**src/rtl/conv_encoder_punct.sv**
```systemverilog
// 802.11a K=7 convolutional encoder with 1/2, 2/3 and 3/4 puncturing on AXI4-Stream.
// Define CONV_ENC_SKID_EN for a 2-entry output skid buffer with a registered s_axis_tready.
module conv_encoder_punct #(
  parameter int         WIDTH = 24,
  parameter logic [6:0] G0    = 7'o133,
  parameter logic [6:0] G1    = 7'o171
) (
  input  logic               aclk,
  input  logic               aresetn,
  input  logic [WIDTH-1:0]   s_axis_tdata,
  input  logic [3:0]         s_axis_tuser,
  input  logic               s_axis_tvalid,
  output logic               s_axis_tready,
  input  logic               s_axis_tlast,
  output logic [2*WIDTH-1:0] m_axis_tdata,
  output logic [1:0]         m_axis_tuser,
  output logic               m_axis_tvalid,
  input  logic               m_axis_tready,
  output logic               m_axis_tlast
);

  if (WIDTH % 6 != 0) begin : g_width_check
    $error("conv_encoder_punct: WIDTH must be a multiple of 6");
  end

  // SIGNAL-field RATE codes (R1 in the MSB)
  localparam logic [3:0] RATE_6M  = 4'b1101;
  localparam logic [3:0] RATE_9M  = 4'b1111;
  localparam logic [3:0] RATE_12M = 4'b0101;
  localparam logic [3:0] RATE_18M = 4'b0111;
  localparam logic [3:0] RATE_24M = 4'b1001;
  localparam logic [3:0] RATE_36M = 4'b1011;
  localparam logic [3:0] RATE_48M = 4'b0001;
  localparam logic [3:0] RATE_54M = 4'b0011;

  localparam logic [1:0] CODE_R12 = 2'd0;
  localparam logic [1:0] CODE_R23 = 2'd1;
  localparam logic [1:0] CODE_R34 = 2'd2;

  typedef struct packed {
    logic [2*WIDTH-1:0] data;
    logic [1:0]         user;
    logic               last;
  } beat_t;

  logic [5:0]         state;
  logic [5:0]         enc_state;
  logic [6:0]         taps;
  logic [WIDTH-1:0]   bit_a;
  logic [WIDTH-1:0]   bit_b;
  logic [1:0]         rate_code;
  logic [2*WIDTH-1:0] punct;
  logic               accept;
  beat_t              enc_beat;

  assign accept = s_axis_tvalid && s_axis_tready;

  // NOTE: blocking assignments are correct here: enc_state is a combinational
  // running value that each loop iteration must see updated immediately.
  always_comb begin
    enc_state = state;
    taps      = '0;
    bit_a     = '0;
    bit_b     = '0;
    for (int i = 0; i < WIDTH; i++) begin
      taps      = {s_axis_tdata[i], enc_state};
      bit_a[i]  = ^(taps & G0);
      bit_b[i]  = ^(taps & G1);
      enc_state = {s_axis_tdata[i], enc_state[5:1]};
    end
  end

  // NOTE: every always_comb output gets a default first so no path infers a latch.
  always_comb begin
    rate_code = CODE_R12;
    case (s_axis_tuser)
      RATE_6M, RATE_12M, RATE_24M:          rate_code = CODE_R12;
      RATE_48M:                             rate_code = CODE_R23;
      RATE_9M, RATE_18M, RATE_36M, RATE_54M: rate_code = CODE_R34;
      default:                              rate_code = CODE_R12;
    endcase
  end

  // Every beat holds whole puncture periods, so the pattern restarts at bit 0.
  always_comb begin
    punct = '0;
    case (rate_code)
      CODE_R23: begin
        for (int p = 0; p < WIDTH / 2; p++) begin
          punct[3*p]   = bit_a[2*p];
          punct[3*p+1] = bit_b[2*p];
          punct[3*p+2] = bit_a[2*p+1];
        end
      end
      CODE_R34: begin
        for (int p = 0; p < WIDTH / 3; p++) begin
          punct[4*p]   = bit_a[3*p];
          punct[4*p+1] = bit_b[3*p];
          punct[4*p+2] = bit_a[3*p+1];
          punct[4*p+3] = bit_b[3*p+2];
        end
      end
      default: begin
        for (int i = 0; i < WIDTH; i++) begin
          punct[2*i]   = bit_a[i];
          punct[2*i+1] = bit_b[i];
        end
      end
    endcase
  end

  assign enc_beat = '{data: punct, user: rate_code, last: s_axis_tlast};

  // NOTE: sequential state uses non-blocking assignments only.
  always_ff @(posedge aclk or negedge aresetn) begin
    if (!aresetn) begin
      state <= '0;
    end else if (accept) begin
      state <= s_axis_tlast ? 6'd0 : enc_state;
    end
  end

`ifdef CONV_ENC_SKID_EN
  beat_t      skid [2];
  logic [1:0] count;
  logic       full;
  logic       pop;

  assign pop = (count != 2'd0) && m_axis_tready;

  // NOTE: the skid entries are reset explicitly because they drive the outputs
  // directly and must read as 0 after reset.
  always_ff @(posedge aclk or negedge aresetn) begin
    if (!aresetn) begin
      skid[0] <= '0;
      skid[1] <= '0;
      count   <= 2'd0;
      full    <= 1'b0;
    end else begin
      case ({accept, pop})
        2'b10: begin
          if (count == 2'd0) skid[0] <= enc_beat;
          else               skid[1] <= enc_beat;
          count <= count + 2'd1;
          full  <= (count == 2'd1);
        end
        2'b01: begin
          skid[0] <= skid[1];
          count   <= count - 2'd1;
          full    <= 1'b0;
        end
        2'b11: begin
          if (count == 2'd1) begin
            skid[0] <= enc_beat;
          end else begin
            skid[0] <= skid[1];
            skid[1] <= enc_beat;
          end
        end
        default: ;
      endcase
    end
  end

  assign s_axis_tready = !full;
  assign m_axis_tvalid = (count != 2'd0);
  assign m_axis_tdata  = skid[0].data;
  assign m_axis_tuser  = skid[0].user;
  assign m_axis_tlast  = skid[0].last;
`else
  beat_t out_q;
  logic  out_v;

  always_ff @(posedge aclk or negedge aresetn) begin
    if (!aresetn) begin
      out_q <= '0;
      out_v <= 1'b0;
    end else if (accept) begin
      out_q <= enc_beat;
      out_v <= 1'b1;
    end else if (m_axis_tready) begin
      out_v <= 1'b0;
    end
  end

  assign s_axis_tready = !out_v || m_axis_tready;
  assign m_axis_tvalid = out_v;
  assign m_axis_tdata  = out_q.data;
  assign m_axis_tuser  = out_q.user;
  assign m_axis_tlast  = out_q.last;
`endif

endmodule
```
**config.mk**
```make
export PLATFORM = sky130hd
export DESIGN_NAME = conv_encoder_punct
export DESIGN_NICKNAME = d
export VERILOG_FILES = /design/src/rtl/conv_encoder_punct.sv
export SDC_FILE = /design/constraint.sdc
export NUM_CORES = 1
export LEC_CHECK = 0
export BUFFER_PORTS_ARGS = -buffer_cell sky130_fd_sc_hd__buf_4
export CORE_MARGIN = 2
export CORE_UTILIZATION = 50
export DETAILED_ROUTE_END_ITERATION = 10
export HOLD_SLACK_MARGIN = 0.06
export PLACE_DENSITY = 0.85
export SKIP_CTS_REPAIR_TIMING = 1
export SLEW_MARGIN = 15
export SYNTH_ARGS = -nofsm -noshare
export SYNTH_HDL_FRONTEND = slang
export SYNTH_SLANG_ARGS = --single-unit
```
**constraint.sdc**
```tcl
create_clock -name aclk -period 3.7 [get_ports aclk]
set_input_delay 0.37 -clock aclk [delete_from_list [all_inputs] [get_ports aclk]]
set_output_delay 0.37 -clock aclk [all_outputs]
set_load 0.02 [all_outputs]
```
; After elaboration in Yosys (flattened, before gate mapping)
; Memory sizes are Yosys's and may differ from the RTL's.
; Index checks and enable logic that the tools add are counted.
[word_totals]
out_inout_bits = 53
mem_bits_ro = 32
in_bits = 33
wordCells = 67
reg_bits = 58
n_memories = 1
[classes]
muxes = 6
n_eq_ne = 2
n_reduce_logical = 53
[mem_list]
columns = memory, depth, width, read_ports, rd_clocked_by_memory_dff, wr, line
row1 = (name not given), 16, 2, 1, 0, 0, 76  ; case (s_axis_tuser)
[ops]
columns = op, n
row1 = parity 7 bit, 48
row2 = case mux 32 bit (2 select lines), 1
row3 = 2-to-1 mux 12 bit, 1
row4 = case mux 4 bit (2 select lines), 1
row5 = 2-to-1 mux 6 bit, 1
row6 = == test 2 x 1 -> 1 bit (second input constant), 1
row7 = == test 2 bit (second input constant), 1
row8 = 2-to-1 mux 1 bit, 2
row9 = nonzero test 2 bit, 1
row10 = OR reduction 2 bit, 1
row11 = logical AND 1 bit, 1
row12 = logical NOT 1 bit, 1
row13 = logical OR 1 bit, 1

; Depth between registers and ports, before layout
; Gate-level depths: netlist of the first run.
[logic_depth]
depth_word = 4
depth_mapped = 7
mapped_depth_nobuf = 5

; Least setup slack after synthesis of the first run
; OpenSTA, ideal clock, no wires.
[synth_timing]
path_kind = flip-flop to flip-flop
from = register out_v (netlist: m_axis_tvalid)
to = register out_q, in the netlist m_axis_tdata[5]
arrival_time_ps = 1775
t_required_ps = 3634
stages_incl_launch_ff = 8
synth_period_minus_slack_ps = 1841
setup_time_ps = 66
setup_slack_ps = 1859
cell_sequence = dfrtp_1 > nand2b_1 > clkbuf_1 > and2_1 > clkbuf_1 > nand2_1 > o22ai_1 > a221o_1
[synth_between]
elab_chain_len = 3
[synth_lines]
columns = item, line
row1 = start: declaration, 172  ; logic out_v;
row2 = start signal: assignment, 177  ; out_v <= 1'b0;
row3 = start signal: assignment, 180  ; out_v <= 1'b1;
row4 = start signal: assignment, 182  ; out_v <= 1'b0;
row5 = logical NOT 1 bit, 186  ; assign s_axis_tready = !out_v || m_axis_tready;
row6 = logical OR 1 bit, 186
row7 = net s_axis_tready, 13  ; output logic s_axis_tready,
row8 = logical AND 1 bit, 56  ; assign accept = s_axis_tvalid && s_axis_tready;
row9 = end signal: assignment, 179  ; out_q <= enc_beat;
row10 = end: declaration, 171  ; beat_t out_q;
; The timed path passes the listed nets, and every way through them passes these cells.
; A chain may end at the register's enable or synchronous reset.

; Worst setup path in the final report of the first run
[layout_timing]
from = register out_v (netlist: m_axis_tvalid)
to = register out_q, in the netlist m_axis_tdata[3]
[layout_between]
elab_chain_len = 3
[layout_lines]
columns = item, line
row1 = logical NOT 1 bit, 186
row2 = logical OR 1 bit, 186
row3 = logical AND 1 bit, 56
; No other way between the ends.

==> metrics.md, run 1 <==
| Metric | Value |
|---|---|
| Outcome | `finished clean` |
| Worst path cell trace | `nand2b_1 -> nand2_2 -> nor2_1 -> a221oi_1 -> o21ai_1` |
| Required @ worst endpoint | `3.97 ns` |
| Die H | `90.2 um` |
| Post-synth top area cell | `dfrtp_1` |
| TritonCTS Buffers | `9` |
| Setup TNS | `0 ns` |
| Vias in the first global route | `approximately 3,000` |
| Fin crit period | `2.27 ns` |
| Area of the multi-input gates | `2120 um^2` |
| Hold crit path type | `primary input to async pin` |
| Ranking of synthesized cells by area | `dfrtp_1, xnor2_1, xor2_1` |
| Pre-CTS setup slack | `about 1.3 ns` |
| Total core area | `7210 um^2` |
| Crit start category | `flip-flop` |
| Max_cap viols | `0` |
| Critical Path Sink Type | `flip-flop` |
| Ys Warns | `0` |
| Clk sinks | `58` |
| Die area | `8140 um^2` |
| Area grow syn2layout | `23.0%` |
| Synth cell types | `36` |
| Root Driver | `clkbuf_8` |
| WL final | `9680 um` |
| Diode count | `0` |
| Final setup margin | `1.43 ns` |
| Critical path type | `flip-flop to flip-flop` |
| Leading register cell type out of synthesis | `dfrtp_1` |
| Layout cell share with drive strength beyond 1 | `0.265` |
| Slowest stage cell on the critical path | `nor2_1` |
| Placer congestion estimate | `a little over 0.9` |
| Clock skew | `about 0.0068 ns` |
| Hold Slack | `0.0705 ns` |
| CTS clk-pin slew, worst paths | `around 0.070 ns` |
| Fin nets | `around 470` |
| Worst slew pin tran | `0.934 ns` |
| Final ANT Viol Nets | `0` |
| Routed wire per std cell | `roughly 18 um` |
| Worst Path Buf+Inv | `0` |
| Later-pin clock latency in the skew report | `0.35 ns` |
| Via count | `3,106` |
| Leak | `1.98 nW` |
| First-pass GRT wire length | `15,700 um` |
| CTS tree | `done` |
| Detailed Place HPWL | `7390 um` |
| Final setup violation count | `0` |
| Sequential cell area | `between 1000 and 1500 um^2` |
| Crit share post-route | `0.614` |
| PwrDens | `562 nW/um^2` |
| Die W | `around 90 um` |
| TritonRoute pass-1 iters | `5` |
| Initial DRC count | `346` |
| Max Clk Rate | `~440 MHz` |
| # port buffers | `85` |
| Row count | `31` |
| Syn Area/Cell | `10.0 um^2` |
| Async set-reset flop share out of synthesis | `1.00` |
| Yosys top cell area share | `0.390` |
| Filler instances | `605` |
| Syn Inst Count | `370` |
| CTS max path bufs | `2` |
| WP data arrival | `roughly 2.5 ns` |
| Unrepaired setup endpoints after global routing | `false` |
| Post-synth EDFFs | `0` |
| Antenna violations before repair | `0` |
| # DRC | `0` |
| I/O pins | `86` |
| GRT overflow | `0` |
| Final core occ | `0.634` |
| Mapped Nets | `approximately 400` |
| H-tree depth | `3` |
| IR drop worst, VDD | `0.206 mV` |
| Pins over their slew limit | `0` |
| Seq/Total Area, Yosys | `0.390` |
| Largest net degree at the start of global routing | `59` |
| Final Hold Viols | `0` |
| Crit-path leading delay family | `simple AND/OR/NAND/NOR gates` |
| Synthesized flop and latch total | `just under 60` |
| Mapped Area | `approximately 3700 um^2` |
| Number of vias per cell | `roughly 5.7` |
| Tot GR Track Use | `0.246` |
| Slew HR | `0.375` |
| Worst path max stage delay | `roughly 0.86 ns` |
| Initial Utilization | `0.515` |
| CP Max Fanout | `35` |
-- flip-flops by register name, summed over array words and instances, names as in the netlist --
signal,count
m_axis_tdata,48
state,6
m_axis_tuser,2
m_axis_tlast,1
m_axis_tvalid,1
-- kinds of logic (layout without fill, tap and decap cells) --
group | after synthesis | count (layout) | share of synthesized area
xor+xnor | 116 | 116 | 0.296
mux | 2 | 2 | 0.00572
buf+inv | 33 | 108 | 0.0407
flops | 58 | 58 | 0.390
compound gates | 94 | 94 | 0.188
simple gates | 67 | 67 | 0.0791
-- cell usage in the layout, fill, tap and decap left out, drive strengths merged, types with 2 or more instances in the layout --
cell type | Yosys | routed
and2 | 2 | 2
inv | 2 | 2
buf | 15 | 90
xor2 | 25 | 25
nand2b | 2 | 2
a21oi | 8 | 8
dfrtp | 58 | 58
o211ai | 3 | 3
o22a | 4 | 4
o22ai | 9 | 9
nand3b | 7 | 7
a221o | 12 | 12
o21ai | 23 | 23
o221ai | 3 | 3
a222oi | 5 | 5
a22oi | 6 | 6
nor2 | 12 | 12
o2bb2ai | 4 | 4
a22o | 6 | 6
a2bb2oi | 7 | 7
clkbuf | 16 | 14
nand2 | 42 | 42
a221oi | 2 | 2
xnor2 | 91 | 91
-- layer usage --
| metal | share of wire | GRT usage | wire length, um | vias to the layer above |
|---|---|---|---|---|
| met3 | 0.084 | 0.0671 | 814 | 19 |
| met5 | 0 | 0 | 0 | - |
| met4 | 0.018 | 0.0833 | 177 | 0 |
| met1 | 0.44 | 0.335 | 4260 | 1492 |
| met2 | 0.46 | 0.379 | 4430 | 169 |
| li1 | - | - | - | 1426 |
-- worst reg2reg max path: stages (launching register included) --
cell and delay, ns:
dfrtp_1 0.38, nand2b_1 0.18, nand2_2 0.39, nor2_1 0.86
a221oi_1 0.21, o21ai_1 0.18
-- through the flow --
step / total power, mW / cell area (um^2) / std cells
after global routing: 2.69 / 4570 / 544
after detailed placement: 1.98 / 4380 / 528
after CTS: 2.57 / 4570 / 544
after global placement: 1.95 / 4380 / 528
after floorplan: 1.57 / 3720 / 370
final: 2.57 / 4570 / 544
-- final cells by class --
class | count | share of cell area
well taps | 99 | 0.0271
inverters | 2 | 0.00164
repair buffers | 90 | 0.148
multi-input cells | 279 | 0.463
clock inverters | 2 | 0.00766
clock buffers | 14 | 0.0356
flip-flops and latches | 58 | 0.317
-- final timing paths --
path | to | slack [ns] | start | depth (start not counted)
min in group aclk | m_axis_tlast$_DFFE_PN0P_ | 0.27 | s_axis_tlast | 3
min | m_axis_tdata[39]$_DFFE_PN0P_ | 0.07 | aresetn | 1
max in group asynchronous | m_axis_tdata[3]$_DFFE_PN0P_ | 3.16 | aresetn | 1
min reg2reg | m_axis_tuser[1]$_DFFE_PN0P_ | 0.48 | m_axis_tuser[1]$_DFFE_PN0P_ | 2
max | m_axis_tdata[3]$_DFFE_PN0P_ | 1.43 | m_axis_tvalid$_DFFE_PN0P_ | 5
max reg2reg | m_axis_tdata[3]$_DFFE_PN0P_ | 1.43 | m_axis_tvalid$_DFFE_PN0P_ | 5
-- report_power, final --
part | total, mW | switching, mW | internal (mW)
clock | 0.594 | 0.247 | 0.348
combinational | 1.10 | 0.614 | 0.486
sequential | 0.878 | 0.0985 | 0.780
total | 2.57 | 0.959 | 1.61
-- cell usage after synthesis (9+ instances only) --
cell type,number
a221o_1,12
buf_2,13
clkbuf_1,16
dfrtp_1,58
nand2_1,42
nor2_1,12
o21ai_0,14
o21ai_1,9
o22ai_1,9
xnor2_1,83
xor2_1,22
Power figures use the tool's default switching activity.
==> run 2: changes to the inputs <==
Settings changed: ABC_AREA from default to 1, PLACE_DENSITY 0.85 to 0.83.
Clock period 3.7 ns to 2.2 ns, I/O delays scaled along.
==> run 2 against run 1 <==
Against the previous run:
- non-clock buffer count fell by 2
- first-iteration DRC count increased by 43%
- utilization fell by 3.2 points
- global-route usage rose by 3.6 points
- count of clock-buffer cells in the layout fell by 4
- synthesized cell count is 110% higher
- maximum frequency rose by 42%
- flip-flop and latch count did not move
- critical endpoint is now m_axis_tdata[25]$_DFFE_PN0P_
- highest routed layer unchanged
- clock power rose by 55%
- combinational power is 50% higher
- sequential power is 62% higher
- synthesized area grew 31%
==> metrics.md, run 2 <==
| Metric | Value |
|---|---|
| Vias in the first global route | `4,742 (was 3,081)` |
| Max Clk Rate | `624 MHz (was 440 MHz)` |
| Slowest stage cell on the critical path | `dfrtp_1 (was nor2_1)` |
| Post-synth EDFFs | `0 (unchanged)` |
| Pins over their slew limit | `0 (unchanged)` |
| Worst reg2reg path endpoint | `m_axis_tdata[25]$_DFFE_PN0P_ (was m_axis_tdata[3]$_DFFE_PN0P_)` |
| Top cells by count, synth | `nand2_1, nand3_1, dfrtp_1 (was xnor2_1, dfrtp_1, nand2_1)` |
| Count leader, synth | `nand2_1 (was xnor2_1)` |
| Initial DRC count | `496 (was 346)` |
| Clock skew | `0.00953 ns (was 0.00680 ns)` |
| Post-DP Area | `5420 um^2 (was 4380 um^2)` |
| Crit share post-route | `0.728 (was 0.614)` |
| Worst path cell trace | `nand2_2 -> nand2_4 -> nor2_4 -> buf_12 -> nand3_1 -> nand4_1 (was nand2b_1 -> nand2_2 -> nor2_1 -> a221oi_1 -> o21ai_1)` |
| Initial Utilization | `0.520 (was 0.515)` |
| Total core area | `9330 um^2 (was 7210 um^2)` |
| Async set-reset flop share out of synthesis | `1.00 (unchanged)` |
| Final Hold Viols | `0 (unchanged)` |
| Outcome | `finished clean (unchanged)` |
| Hold crit path type | `primary input to flip-flop (was primary input to async pin)` |
| Root Driver | `clkbuf_8 (unchanged)` |
| H-tree depth | `3 (unchanged)` |
| Hold Path Stages | `2` |
| # DRC | `0 (unchanged)` |
| Setup TNS | `0 ns (unchanged)` |
| IR drop worst, VDD | `0.363 mV (was 0.206 mV)` |
| Yosys top cell area share | `0.299 (was 0.390)` |
| Commonest non-fill, non-tap cell in the layout | `nand2_1 (was buf_4)` |
| Crit start category | `flip-flop (unchanged)` |
| Antenna violations before repair | `0 (unchanged)` |
| Max reg flops | `48 (unchanged)` |
| Area grow syn2layout | `15.6% (was 23.0%)` |
| Leading register cell type out of synthesis | `dfrtp_1 (unchanged)` |
| Via count | `5,437 (was 3,106)` |
| # port buffers | `85 (unchanged)` |
| Fin crit period | `1.60 ns (was 2.27 ns)` |
| Unrepaired setup endpoints after global routing | `false (unchanged)` |
| R2R Path Start | `m_axis_tvalid$_DFFE_PN0P_ (unchanged)` |
| Flop2flop setup slack | `0.60 ns (was 1.43 ns)` |
| Post-synth top area cell | `dfrtp_1 (unchanged)` |
| Worst hold path endpoint | `state[5]$_DFFE_PN0P_` |
| Number of vias per cell | `5.59 (was 5.71)` |
| Syn Area/Cell | `6.26 um^2 (was 10.0 um^2)` |
| First-pass GRT wire length | `22,900 um (was 15,700 um)` |
| Syn Inst Count | `776 (was 370)` |
| Synthesized flop and latch total | `58 (unchanged)` |
| Leak | `3.00 nW (was 1.98 nW)` |
| Worst R2R Path Depth | `6 (was 5)` |
| TritonCTS Buffers | `9 (unchanged)` |
| Ranking of synthesized cells by area | `dfrtp_1, nand2_1, nand3_1 (was dfrtp_1, xnor2_1, xor2_1)` |
| Clk sinks | `58 (unchanged)` |
| Most frequent cells in the layout | `nand2_1, nand3_1, buf_4 (was buf_4, xnor2_1, dfrtp_1)` |
| Worst slew pin tran | `0.732 ns (was 0.934 ns)` |
| Fin nets | `872 (was 473)` |
| Final Cell Area | `5610 um^2 (was 4570 um^2)` |
| Slew HR | `0.512 (was 0.375)` |
| Die H | `103 um (was 90.2 um)` |
| TritonRoute pass-1 iters | `8 (was 5)` |
| Routed wire per std cell | `14.7 um (was 17.8 um)` |
| Layout cell share with drive strength beyond 1 | `0.177 (was 0.265)` |
| Hold_sp | `s_axis_tdata[23]` |
| I/O pins | `86 (unchanged)` |
| Detailed Place HPWL | `10,700 um (was 7390 um)` |
| Critical Path Sink Type | `flip-flop (unchanged)` |
| CTS clk-pin slew, worst paths | `0.07 ns (about the same)` |
| Hold Slack | `0.126 ns (was 0.0705 ns)` |
| WP data arrival | `1.89 ns (was 2.54 ns)` |
| Worst path max stage delay | `0.39 ns (was 0.86 ns)` |
| Final ANT Viol Nets | `0 (unchanged)` |
| PwrDens | `711 nW/um^2 (was 562 nW/um^2)` |
| Die area | `10,500 um^2 (was 8140 um^2)` |
| Required @ worst endpoint | `2.48 ns (was 3.97 ns)` |
| Mapped Area | `4850 um^2 (was 3720 um^2)` |
| Final setup violation count | `0 (unchanged)` |
| GRT overflow | `0 (unchanged)` |
| Die W | `103 um (was 90.2 um)` |
| Ys Warns | `0 (unchanged)` |
| Mapped Nets | `809 (was 403)` |
| Row count | `35 (was 31)` |
| CP Max Fanout | `23 (was 35)` |
| Later-pin clock latency in the skew report | `0.35 ns (about the same)` |
| CTS tree | `done (unchanged)` |
| WL final | `14,300 um (was 9680 um)` |
| Largest net degree at the start of global routing | `59 (unchanged)` |
| Max_cap viols | `0 (unchanged)` |
| Seq/Total Area, Yosys | `0.299 (was 0.390)` |
| Tot GR Track Use | `0.282 (was 0.246)` |
| CTS max path bufs | `2 (unchanged)` |
| Synth cell types | `27 (was 36)` |
| Critical path type | `flip-flop to flip-flop (unchanged)` |
| Diode count | `0 (unchanged)` |
| Placer congestion estimate | `0.945 (was 0.935)` |
-- run 2: cell count changes in the layout (fill, tap and decap cells not counted), sizes merged, moves of 11 or more --
cell / delta
nand2: +277
nor2: +34
xnor2: -73
nand4: +17
inv: +53
o21ai: -18
a221o: -12
xor2: -11
nand3: +199
-- run 2: per-stage QoR --
step	total power [mW]	utilization	worst slack [ns]	std cells
4_1_cts	4.00	0.600	0.595	972
5_1_grt	4.25	0.601	0.420	973
2_1_floorplan	2.50	-	0.801	776
3_3_place_gp	3.05	0.581	0.661	956
6_report	3.99	0.601	0.598	973
3_5_place_dp	3.08	0.581	0.625	956
-- run 2: worst max path at each step --
| stage | startpoint | end | slack [ns] |
|---|---|---|---|
| after floorplan | m_axis_tvalid$_DFFE_PN0P_ | m_axis_tdata[15]$_DFFE_PN0P_ | 0.80 |
| after detailed placement | m_axis_tvalid$_DFFE_PN0P_ | m_axis_tdata[28]$_DFFE_PN0P_ | 0.63 |
| after CTS | m_axis_tvalid$_DFFE_PN0P_ | m_axis_tdata[28]$_DFFE_PN0P_ | 0.60 |
| final | m_axis_tvalid$_DFFE_PN0P_ | m_axis_tdata[25]$_DFFE_PN0P_ | 0.60 |
| after global placement | m_axis_tready | state[3]$_DFFE_PN0P_ | 0.66 |
| after global routing | m_axis_tvalid$_DFFE_PN0P_ | m_axis_tdata[24]$_DFFE_PN0P_ | 0.42 |
-- run 2: cells by family (layout without fill, tap and decap cells) --
| logic type | Yosys count | in the layout | share of synthesized area |
|---|---|---|---|
| and+or+nand+nor | 586 | 586 | 0.532 |
| AOI/OAI and AO/OA | 10 | 10 | 0.0124 |
| DFF | 58 | 58 | 0.299 |
| xor gates and xnor gates | 32 | 32 | 0.0593 |
| buffers and inverters | 90 | 158 | 0.0974 |
-- run 2: cell type report --
cell class                 count  area, um^2
fill                         900        3720
multi-input combinational    628        2930
sequential                    58        1450
timing repair buffer          88         676
inverter                      54         213
tap                          129         161
clock buffer                  10         138
clock inverter                 6        41.3
-- run 2: routing by layer --
layer,share of wire,global-route usage,vias up
li1,-,-,2649
met1,0.43,0.389,2466
met2,0.45,0.443,286
met3,0.090,0.0508,36
met4,0.024,0.105,0
met5,0,0,-
-- run 2: critical path, delay by kind of cell (launching register included) --
| kind | cells | cell delay [ns] |
|---|---|---|
| buffers and inverters | 1 | 0.22 |
| AND/OR/NAND/NOR | 5 | 0.90 |
| flip-flops | 1 | 0.39 |
-- run 2: report_power, final --
part | leakage (nW) | switching, mW | internal, mW | total (mW)
logic | 2.21 | 1.02 | 0.625 | 1.65
registers | 0.704 | 0.145 | 1.28 | 1.42
clock network | 0.0847 | 0.482 | 0.438 | 0.921
==> run 3: changes to the inputs <==
Settings changed: PLACE_DENSITY 0.83 to 0.85.
Clock period 2.2 ns to 1.4 ns, I/O delays scaled along.
==> run 3 against run 2 <==
Against the previous run:
- sequential power is 57% higher
- via count is 1.4% higher
- count of clock-buffer cells in the layout increased by 1
- power is 59% higher
- utilization grew 3.3 points
- global-route usage rose by 1.7 points
- hold slack worse by 0.070 ns
- die area stayed put
- final cell count grew 2.5%
- sequential share of layout area shrank 1.3 points
- critical path depth is 2 higher
- clock power is 45% higher
- critical path type unchanged
- largest power group unchanged
==> metrics.md, run 3 (same netlist as run 2, synthesis figures left out) <==
| Metric | Value |
|---|---|
| Worst path max stage delay | `0.39 ns (about the same)` |
| M3 GR Usage | `0.0400 (was 0.0508)` |
| Outcome | `finished clean (unchanged)` |
| Gr busiest metal | `met2 (unchanged)` |
| Final Cell Area | `5920 um^2 (was 5610 um^2)` |
| GRT overflow | `0 (unchanged)` |
| Layout cell share with drive strength beyond 1 | `0.217 (was 0.177)` |
| CTS clk-pin slew, worst paths | `0.07 ns (about the same)` |
| Worst setup path start | `m_axis_tvalid$_DFFE_PN0P_ (unchanged)` |
| Crit share post-route | `0.957 (was 0.728)` |
| Most frequent cells in the layout | `nand2_1, nand3_1, buf_4 (unchanged)` |
| Final setup margin | `0.0604 ns (was 0.598 ns)` |
| Die W | `103 um (unchanged)` |
| Area grow syn2layout | `21.9% (was 15.6%)` |
| TritonRoute pass-1 iters | `5 (was 8)` |
| Unrepaired setup endpoints after global routing | `true (was false)` |
| Final setup violation count | `0 (unchanged)` |
| CTS tree | `done (unchanged)` |
| Worst R2R Path Depth | `8 (was 6)` |
| Hold_sp | `s_axis_tdata[23] (unchanged)` |
| Cells after DPL | `978 (was 956)` |
| Sequential cell area | `1460 um^2 (was 1450 um^2)` |
| Root Driver | `clkbuf_8 (unchanged)` |
| Worst path cell trace | `nand2_2 -> nand2_4 -> buf_12 -> inv_6 -> buf_12 -> nand2_1 -> nor2_2 -> nor2_1 (was nand2_2 -> nand2_4 -> nor2_4 -> buf_12 -> nand3_1 -> nand4_1)` |
| Initial Utilization | `0.520 (unchanged)` |
| Filler instances | `899 (was 900)` |
| Later-pin clock latency in the skew report | `0.34 ns (was 0.35 ns)` |
| Leak | `3.15 nW (was 3.00 nW)` |
| Flop2flop setup slack | `0.06 ns (was 0.60 ns)` |
| Worst hold path endpoint | `state[5]$_DFFE_PN0P_ (unchanged)` |
| Number of vias per cell | `5.53 (was 5.59)` |
| Largest net degree at the start of global routing | `41 (was 59)` |
| First-pass GRT wire length | `24,500 um (was 22,900 um)` |
| GRT met2 Usage | `0.498 (was 0.443)` |
| Initial DRC count | `461 (was 496)` |
| Pins over their slew limit | `0 (unchanged)` |
| Fin cells | `997 (was 973)` |
| Row count | `35 (unchanged)` |
| TritonCTS Buffers | `9 (unchanged)` |
| Final ANT Viol Nets | `0 (unchanged)` |
| Pwr Total | `6.33 mW (was 3.99 mW)` |
| Required @ worst endpoint | `1.62 ns (was 2.48 ns)` |
| # port buffers | `85 (unchanged)` |
| # DRC | `0 (unchanged)` |
| Antenna violations before repair | `0 (unchanged)` |
| Slowest stage cell on the critical path | `dfrtp_1 (unchanged)` |
| I/O pins | `86 (unchanged)` |
| Area of the multi-input gates | `2990 um^2 (was 2930 um^2)` |
| Slew HR | `0.658 (was 0.512)` |
| Post-DP Area | `5610 um^2 (was 5420 um^2)` |
| Die H | `103 um (unchanged)` |
| Critical Path Sink Type | `flip-flop (unchanged)` |
| Fin nets | `898 (was 872)` |
| Hold Slack | `0.0560 ns (was 0.126 ns)` |
| Commonest non-fill, non-tap cell in the layout | `nand2_1 (unchanged)` |
| Detailed Place HPWL | `11,500 um (was 10,700 um)` |
| R2R Path Start | `m_axis_tvalid$_DFFE_PN0P_ (unchanged)` |
| CP Max Fanout | `8 (was 23)` |
| Clock skew | `0.0133 ns (was 0.00953 ns)` |
| PwrDens | `1070 nW/um^2 (was 711 nW/um^2)` |
| H-tree depth | `3 (unchanged)` |
| Final Hold Viols | `0 (unchanged)` |
| Hold crit path type | `primary input to flip-flop (unchanged)` |
| Max reg flops | `48 (unchanged)` |
| Setup TNS | `0 ns (unchanged)` |
| Via count | `5,513 (was 5,437)` |
| Pre-CTS setup slack | `-0.103 ns (was 0.625 ns)` |
| M1 GR Usage | `0.405 (was 0.389)` |
| Max Clk Rate | `746 MHz (was 624 MHz)` |
| Worst slew pin tran | `0.512 ns (was 0.732 ns)` |
| Die area | `10,500 um^2 (unchanged)` |
| Total core area | `9330 um^2 (unchanged)` |
| Worst reg2reg path endpoint | `m_axis_tdata[28]$_DFFE_PN0P_ (was m_axis_tdata[25]$_DFFE_PN0P_)` |
| Diode count | `0 (unchanged)` |
| Crit start category | `flip-flop (unchanged)` |
| Routed wire per std cell | `15.3 um (was 14.7 um)` |
| Vias in the first global route | `5,050 (was 4,742)` |
| CTS max path bufs | `2 (unchanged)` |
| Tot GR Track Use | `0.299 (was 0.282)` |
| IR drop worst, VDD | `0.519 mV (was 0.363 mV)` |
| Final core occ | `0.634 (was 0.601)` |
| Critical path type | `flip-flop to flip-flop (unchanged)` |
| WL final | `15,300 um (was 14,300 um)` |
| Hold Path Stages | `2 (unchanged)` |
| Fin crit period | `1.34 ns (was 1.60 ns)` |
| Placer congestion estimate | `0.954 (was 0.945)` |
| Max_cap viols | `0 (unchanged)` |
| CP most frequent cell | `buf_12` |
| WP data arrival | `1.56 ns (was 1.89 ns)` |
| Clk sinks | `58 (unchanged)` |
## run 3: where the power goes
group / switching (mW) / internal, mW / leakage, nW
sequential: 0.220 / 2.01 / 0.700
combinational: 1.68 / 1.08 / 2.37
clock: 0.680 / 0.665 / 0.0810
## run 3: critical path, delay by kind of cell, from the launching register on
family        cells  cell delay (ns)
buf+inv           3             0.35
simple gates      5             0.47
flops             1             0.39
## run 3: worst max path at each step
stage | endpoint | slack, ns | cells past startpoint
after CTS | m_axis_tdata[27]$_DFFE_PN0P_ | -0.13 | 5
final | m_axis_tdata[28]$_DFFE_PN0P_ | 0.06 | 8
after global routing | m_axis_tdata[6]$_DFFE_PN0P_ | -0.01 | 5
after floorplan | m_axis_tdata[15]$_DFFE_PN0P_ | 0.001 | 8
after detailed placement | m_axis_tdata[17]$_DFFE_PN0P_ | -0.10 | 5
after global placement | m_axis_tdata[41]$_DFFE_PN0P_ | -0.06 | 5
## run 3: routing by layer
metal  wire (um)  share of wire
met5           0              0
met4         405          0.026
met3        1340          0.088
met2        7080           0.46
met1        6450           0.42
## run 3: final cells by class
cell class / instances / area share
sequential: 58 / 0.246
clock inverter: 3 / 0.00296
inverter: 54 / 0.0368
multi-input combinational: 629 / 0.505
tap: 129 / 0.0273
timing repair buffer: 113 / 0.158
clock buffer: 11 / 0.0239
